$ cat src/rtl/add_round_key_ks.sv
// AES round-key stage: expands the next round key one word per cycle
// through a single shared 4-byte S-box and XORs it into the state.
module add_round_key_ks #(
   parameter int word_size  = 8,
   parameter int array_size = 16
) (
   input  logic                              clk,
   input  logic                              rst,
   input  logic                              enable,
   input  logic [word_size*array_size-1:0]   state,
   input  logic [word_size*array_size-1:0]   key_in,
   input  logic [3:0]                        round,
   output logic [word_size*array_size-1:0]   state_out,
   output logic [word_size*array_size-1:0]   key_out,
   output logic                              done
);

   localparam int W = word_size * array_size;

   localparam logic [7:0] SBOX [256] = '{
      8'h63, 8'h7c, 8'h77, 8'h7b, 8'hf2, 8'h6b, 8'h6f, 8'hc5,
      8'h30, 8'h01, 8'h67, 8'h2b, 8'hfe, 8'hd7, 8'hab, 8'h76,
      8'hca, 8'h82, 8'hc9, 8'h7d, 8'hfa, 8'h59, 8'h47, 8'hf0,
      8'had, 8'hd4, 8'ha2, 8'haf, 8'h9c, 8'ha4, 8'h72, 8'hc0,
      8'hb7, 8'hfd, 8'h93, 8'h26, 8'h36, 8'h3f, 8'hf7, 8'hcc,
      8'h34, 8'ha5, 8'he5, 8'hf1, 8'h71, 8'hd8, 8'h31, 8'h15,
      8'h04, 8'hc7, 8'h23, 8'hc3, 8'h18, 8'h96, 8'h05, 8'h9a,
      8'h07, 8'h12, 8'h80, 8'he2, 8'heb, 8'h27, 8'hb2, 8'h75,
      8'h09, 8'h83, 8'h2c, 8'h1a, 8'h1b, 8'h6e, 8'h5a, 8'ha0,
      8'h52, 8'h3b, 8'hd6, 8'hb3, 8'h29, 8'he3, 8'h2f, 8'h84,
      8'h53, 8'hd1, 8'h00, 8'hed, 8'h20, 8'hfc, 8'hb1, 8'h5b,
      8'h6a, 8'hcb, 8'hbe, 8'h39, 8'h4a, 8'h4c, 8'h58, 8'hcf,
      8'hd0, 8'hef, 8'haa, 8'hfb, 8'h43, 8'h4d, 8'h33, 8'h85,
      8'h45, 8'hf9, 8'h02, 8'h7f, 8'h50, 8'h3c, 8'h9f, 8'ha8,
      8'h51, 8'ha3, 8'h40, 8'h8f, 8'h92, 8'h9d, 8'h38, 8'hf5,
      8'hbc, 8'hb6, 8'hda, 8'h21, 8'h10, 8'hff, 8'hf3, 8'hd2,
      8'hcd, 8'h0c, 8'h13, 8'hec, 8'h5f, 8'h97, 8'h44, 8'h17,
      8'hc4, 8'ha7, 8'h7e, 8'h3d, 8'h64, 8'h5d, 8'h19, 8'h73,
      8'h60, 8'h81, 8'h4f, 8'hdc, 8'h22, 8'h2a, 8'h90, 8'h88,
      8'h46, 8'hee, 8'hb8, 8'h14, 8'hde, 8'h5e, 8'h0b, 8'hdb,
      8'he0, 8'h32, 8'h3a, 8'h0a, 8'h49, 8'h06, 8'h24, 8'h5c,
      8'hc2, 8'hd3, 8'hac, 8'h62, 8'h91, 8'h95, 8'he4, 8'h79,
      8'he7, 8'hc8, 8'h37, 8'h6d, 8'h8d, 8'hd5, 8'h4e, 8'ha9,
      8'h6c, 8'h56, 8'hf4, 8'hea, 8'h65, 8'h7a, 8'hae, 8'h08,
      8'hba, 8'h78, 8'h25, 8'h2e, 8'h1c, 8'ha6, 8'hb4, 8'hc6,
      8'he8, 8'hdd, 8'h74, 8'h1f, 8'h4b, 8'hbd, 8'h8b, 8'h8a,
      8'h70, 8'h3e, 8'hb5, 8'h66, 8'h48, 8'h03, 8'hf6, 8'h0e,
      8'h61, 8'h35, 8'h57, 8'hb9, 8'h86, 8'hc1, 8'h1d, 8'h9e,
      8'he1, 8'hf8, 8'h98, 8'h11, 8'h69, 8'hd9, 8'h8e, 8'h94,
      8'h9b, 8'h1e, 8'h87, 8'he9, 8'hce, 8'h55, 8'h28, 8'hdf,
      8'h8c, 8'ha1, 8'h89, 8'h0d, 8'hbf, 8'he6, 8'h42, 8'h68,
      8'h41, 8'h99, 8'h2d, 8'h0f, 8'hb0, 8'h54, 8'hbb, 8'h16
   };

   typedef enum logic [1:0] {IDLE, EXPAND, FIN} fsm_t;

   fsm_t          cur, nxt;
   logic [1:0]    cnt;
   logic [W-1:0]  st_q, key_q, fin_key;
   logic [3:0]    rnd_q;
   logic [31:0]   nw [4];
   logic [31:0]   kw [4];
   logic [31:0]   rot, sub, prev, word;
   logic [7:0]    rcon;

   always_comb begin
      kw[0] = key_q[127:96];
      kw[1] = key_q[95:64];
      kw[2] = key_q[63:32];
      kw[3] = key_q[31:0];
   end

   always_comb begin
      case (rnd_q)
         4'd1:    rcon = 8'h01;
         4'd2:    rcon = 8'h02;
         4'd3:    rcon = 8'h04;
         4'd4:    rcon = 8'h08;
         4'd5:    rcon = 8'h10;
         4'd6:    rcon = 8'h20;
         4'd7:    rcon = 8'h40;
         4'd8:    rcon = 8'h80;
         4'd9:    rcon = 8'h1b;
         4'd10:   rcon = 8'h36;
         default: rcon = 8'h00;
      endcase
   end

   // The single shared S-box only matters on cnt=0; later words chain on nw.
   always_comb begin
      rot  = {kw[3][23:0], kw[3][31:24]};
      sub  = {SBOX[rot[31:24]], SBOX[rot[23:16]],
              SBOX[rot[15:8]],  SBOX[rot[7:0]]};
      prev = (cnt == 2'd0) ? (sub ^ {rcon, 24'h0})
                           : nw[cnt - 2'd1];
      word = kw[cnt] ^ prev;
      fin_key = (rnd_q == 4'd0) ? key_q
                                : {nw[0], nw[1], nw[2], nw[3]};
   end

   always_comb begin
      nxt = cur;
      case (cur)
         IDLE:    if (enable) nxt = (round == 4'd0) ? FIN : EXPAND;
         EXPAND:  if (cnt == 2'd3) nxt = FIN;
         FIN:     nxt = IDLE;
         default: nxt = IDLE;
      endcase
   end

   always_ff @(posedge clk) begin
      if (!rst) begin
         cur       <= IDLE;
         cnt       <= 2'd0;
         st_q      <= '0;
         key_q     <= '0;
         rnd_q     <= 4'd0;
         state_out <= '0;
         key_out   <= '0;
         done      <= 1'b0;
         for (int i = 0; i < 4; i++) nw[i] <= 32'h0;
      end else begin
         cur  <= nxt;
         done <= 1'b0;
         case (cur)
            IDLE: begin
               if (enable) begin
                  st_q  <= state;
                  key_q <= key_in;
                  rnd_q <= round;
                  cnt   <= 2'd0;
               end
            end
            EXPAND: begin
               nw[cnt] <= word;
               cnt     <= cnt + 2'd1;
            end
            FIN: begin
               key_out   <= fin_key;
               state_out <= st_q ^ fin_key;
               done      <= 1'b1;
            end
            default: ;
         endcase
      end
   end

endmodule

$ cat config.mk
export PLATFORM = sky130hd
export DESIGN_NAME = add_round_key_ks
export DESIGN_NICKNAME = d
export VERILOG_FILES = /design/src/rtl/add_round_key_ks.sv
export SDC_FILE = /design/constraint.sdc
export NUM_CORES = 2
export LEC_CHECK = 0
export CELL_PAD_IN_SITES_DETAIL_PLACEMENT = 1
export CELL_PAD_IN_SITES_GLOBAL_PLACEMENT = 1
export CORE_ASPECT_RATIO = 2
export CORE_MARGIN = 2
export CORE_UTILIZATION = 30
export CTS_CLUSTER_SIZE = 40
export DETAILED_ROUTE_END_ITERATION = 8
export GPL_TIMING_DRIVEN = 0
export PLACE_DENSITY = 0.62
export SETUP_SLACK_MARGIN = 0.15
export SYNTH_ARGS = -nofsm -noshare
export SYNTH_HDL_FRONTEND = slang
export SYNTH_SLANG_ARGS = --single-unit
$ cat constraint.sdc
create_clock -name clk -period 6.86 [get_ports clk]
set_clock_uncertainty 0.15 [all_clocks]
set_input_delay 1.372 -clock clk [delete_from_list [all_inputs] [get_ports clk]]
set_output_delay 1.372 -clock clk [all_outputs]
set_load 0.03 [all_outputs]
==> impl_metrics.json <==
{
  "pin_count": 520,
  "grt_pass1_vias": 49000,
  "worst_ep_required_time_ns": 7.11,
  "outcome": "finished with violations",
  "leakage_nw": 20.4,
  "cts.sinks": 657,
  "hp-start": "st_q[55]",
  "synthesis.nets": 5429,
  "min_path_cells": 2,
  "fin_util_pct": 37.5,
  "area_growth_pct": 24.0,
  "final_nets": 6036,
  "clockBufferDepth": 3,
  "h-tree-depth": 3,
  "cts-resized-gates": 4,
  "cp-end-kind": "register",
  "reg2reg_depth": 12,
  "dp_cells": 7505,
  "place.gp.congestion": 1.08,
  "max_freq_ghz": 0.146,
  "cap_violations": 5,
  "vias": 47000,
  "async_reset_ff_share_pct": 0,
  "layout_commonest_cell": "nand2_1",
  "antenna_found_initial": 24,
  "syn_inst": 5100,
  "postCtsSetupBuffers": 0,
  "reg2reg_from": "key_q[1]",
  "dp_slack_ns": -0.670,
  "holdPathEnd": "st_q[55]",
  "detail_route.iter0.violations": 3734,
  "avgSynthCellArea_sq_um": 8.37,
  "firstDrtPassIters": 8,
  "worst_pin_slew_ns": 1.68,
  "synth-seq-cells": 657,
  "synth-edff-count": 128,
  "clockRootBuffer": "clkbuf_16",
  "worstSetupPathType": "reg2reg",
  "hold_viol_final": 0,
  "final_cells": 7639,
  "portBuffers": 518,
  "grt_usage_pct": 42.7,
  "grt-ovfl-total": 0,
  "initial_core_util_pct": 30.2,
  "hp-class": "reg2reg",
  "drc": 2,
  "cts_hold_buf": 0,
  "fin_crit_sh_pct": 99.5,
  "setup_viol": 0,
  "cts_tree": "done",
  "clock_latency_ns": 0.71,
  "dieArea_sq_mm": 0.145,
  "peakVddDrop_mv": 0.177,
  "finalWorstPathRequiredPeriod_ns": 6.83,
  "die_y_um": 537,
  "ant_nets": 0,
  "nFillCells": 16700,
  "routed_wl_um": 318000,
  "fp.dieW_um": 271,
  "hpwl_um": 254000,
  "drive_gt1_share_pct": 8.72,
  "power.density_mw_per_mm2": 225,
  "setup_ws_ns": 0.0330,
  "clkTransAtPathRegs_ns": 0.07,
  "via_per_inst": 6.15,
  "netlist_area_sq_mm": 0.0427,
  "rrSetupSlack_ns": 0.03,
  "numCtsBuffers": 66,
  "slew_viol_final": 7,
  "violations": "design-rule violations, max-capacitance violations, max-slew violations",
  "ys_warn_count": 0,
  "start_kind": "register",
  "regArea_sq_mm": 0.0144,
  "multiInputGateArea_sq_mm": 0.0258,
  "worstPathArrival_ns": 7.07,
  "reg2reg_to": "nw[2][14]",
  "core-area_sq_mm": 0.141,
  "slew-limit-headroom_pct": -12.9,
  "rsz0062_at_grt": "false",
  "seq_area_frac_synth_pct": 33.8,
  "ys.flop_type": "dfxtp_1",
  "num_rows": 195,
  "wire_per_inst_um": 41.7,
  "grt_start_max_net_pins": 20,
  "whs_ns": 0.325,
  "layout_common_cells": "943 x nand2_1, 529 x dfxtp_1, 518 x clkdlybuf4s50_1",
  "path_max_fanout": 15,
  "yosysUniqueCellTypes": 100,
  "grt_pass1_wl_um": 427000
}
[worst max-delay path by stage]
stage	startpoint	end	slack (ns)
2_1_floorplan	cnt[0]	nw[0][16]	2.93
4_1_cts	cnt[0]	nw[2][9]	0.43
6_report	key_q[1]	nw[2][14]	0.03
3_5_place_dp	key_q[1]	nw[2][14]	-0.67
3_3_place_gp	key_q[1]	nw[2][15]	-0.83
5_1_grt	cnt[0]	nw[2][9]	0.22
[registers in the layout, summed over array words and instances (netlist names)]
register   count
nw           128
cur            2
state_out    128
key_out      128
key_q        128
done           1
st_q         128
rcon           8
rnd_q          4
cnt            2
[Yosys cell counts (58+ instances only)]
| cell type | instances | share of area (%) |
|---|---|---|
| a31oi_1 | 61 | 0.89 |
| mux4_2 | 114 | 6.0 |
| dfxtp_1 | 529 | 25 |
| clkbuf_1 | 321 | 2.8 |
| nand3_1 | 75 | 0.88 |
| o211a_1 | 132 | 3.1 |
| nand2b_1 | 108 | 1.6 |
| buf_2 | 112 | 1.3 |
| nor3_1 | 69 | 0.81 |
| o21ai_0 | 290 | 3.4 |
| mux2i_1 | 160 | 3.8 |
| a21boi_0 | 266 | 4.7 |
| nand2_1 | 947 | 8.3 |
| and2_1 | 171 | 2.5 |
| ha_1 | 66 | 1.9 |
| o211ai_1 | 58 | 1.0 |
| nor2b_1 | 82 | 1.2 |
| edfxtp_1 | 128 | 9.0 |
| a21oi_1 | 185 | 2.2 |
| nor2_1 | 289 | 2.5 |
| xor2_1 | 148 | 3.0 |
[metrics by stage]
stage               area, sq um  power, mW  setup TNS [ns]
global placement          50200       7.76           -6.04
CTS                       52800       11.7               0
floorplan                 42700       6.01               0
global route              52900       12.1               0
detailed placement        50500       7.78           -2.63
finish                    52900       11.9               0
[layer usage]
layer | track usage [%] | share of wire (%)
met5 | 0.0987 | 0.022
met4 | 45.7 | 13
met3 | 11.6 | 7.7
met2 | 73.4 | 48
met1 | 39.3 | 31
[worst max-delay path: stages (launching register included)]
cell      delay [ns]
dfxtp_1         0.67
buf_2           0.40
clkinv_2        0.39
ha_1            0.62
clkbuf_1        0.79
inv_1           0.32
a21oi_1         0.46
o211ai_1        0.40
a311oi_2        0.88
nor3_1          0.20
o41ai_2         0.83
xnor2_1         0.27
nor2_1          0.10
[where the power goes]
part / total, mW / switching [mW] / internal (mW) / leakage [nW]
Combinational: 3.64 / 2.55 / 1.09 / 13.7
Clock: 3.99 / 1.83 / 2.16 / 1.10
Sequential: 4.26 / 0.156 / 4.10 / 5.63
Total: 11.9 / 4.54 / 7.35 / 20.4
[cell type report]
cell class	instances	area share, %
well taps	1871	4.42
repair buffers	539	10.4
inverters	54	0.385
clock buffers	96	3.68
multi-input cells	3866	48.8
diodes	10	0.0473
plain buffers	523	4.37
clock inverters	23	0.636
flip-flops and latches	657	27.3
[kinds of logic after synthesis]
kind of cell | Yosys count | share of synthesized area, %
compound gates | 1455 | 24.5
xor+xnor | 165 | 3.40
fa+ha+maj | 67 | 1.96
buf+inv | 577 | 5.87
flops | 657 | 33.8
mux | 288 | 10.1
simple gates | 1891 | 20.3
No activity file was read; power rests on OpenSTA's default activity.
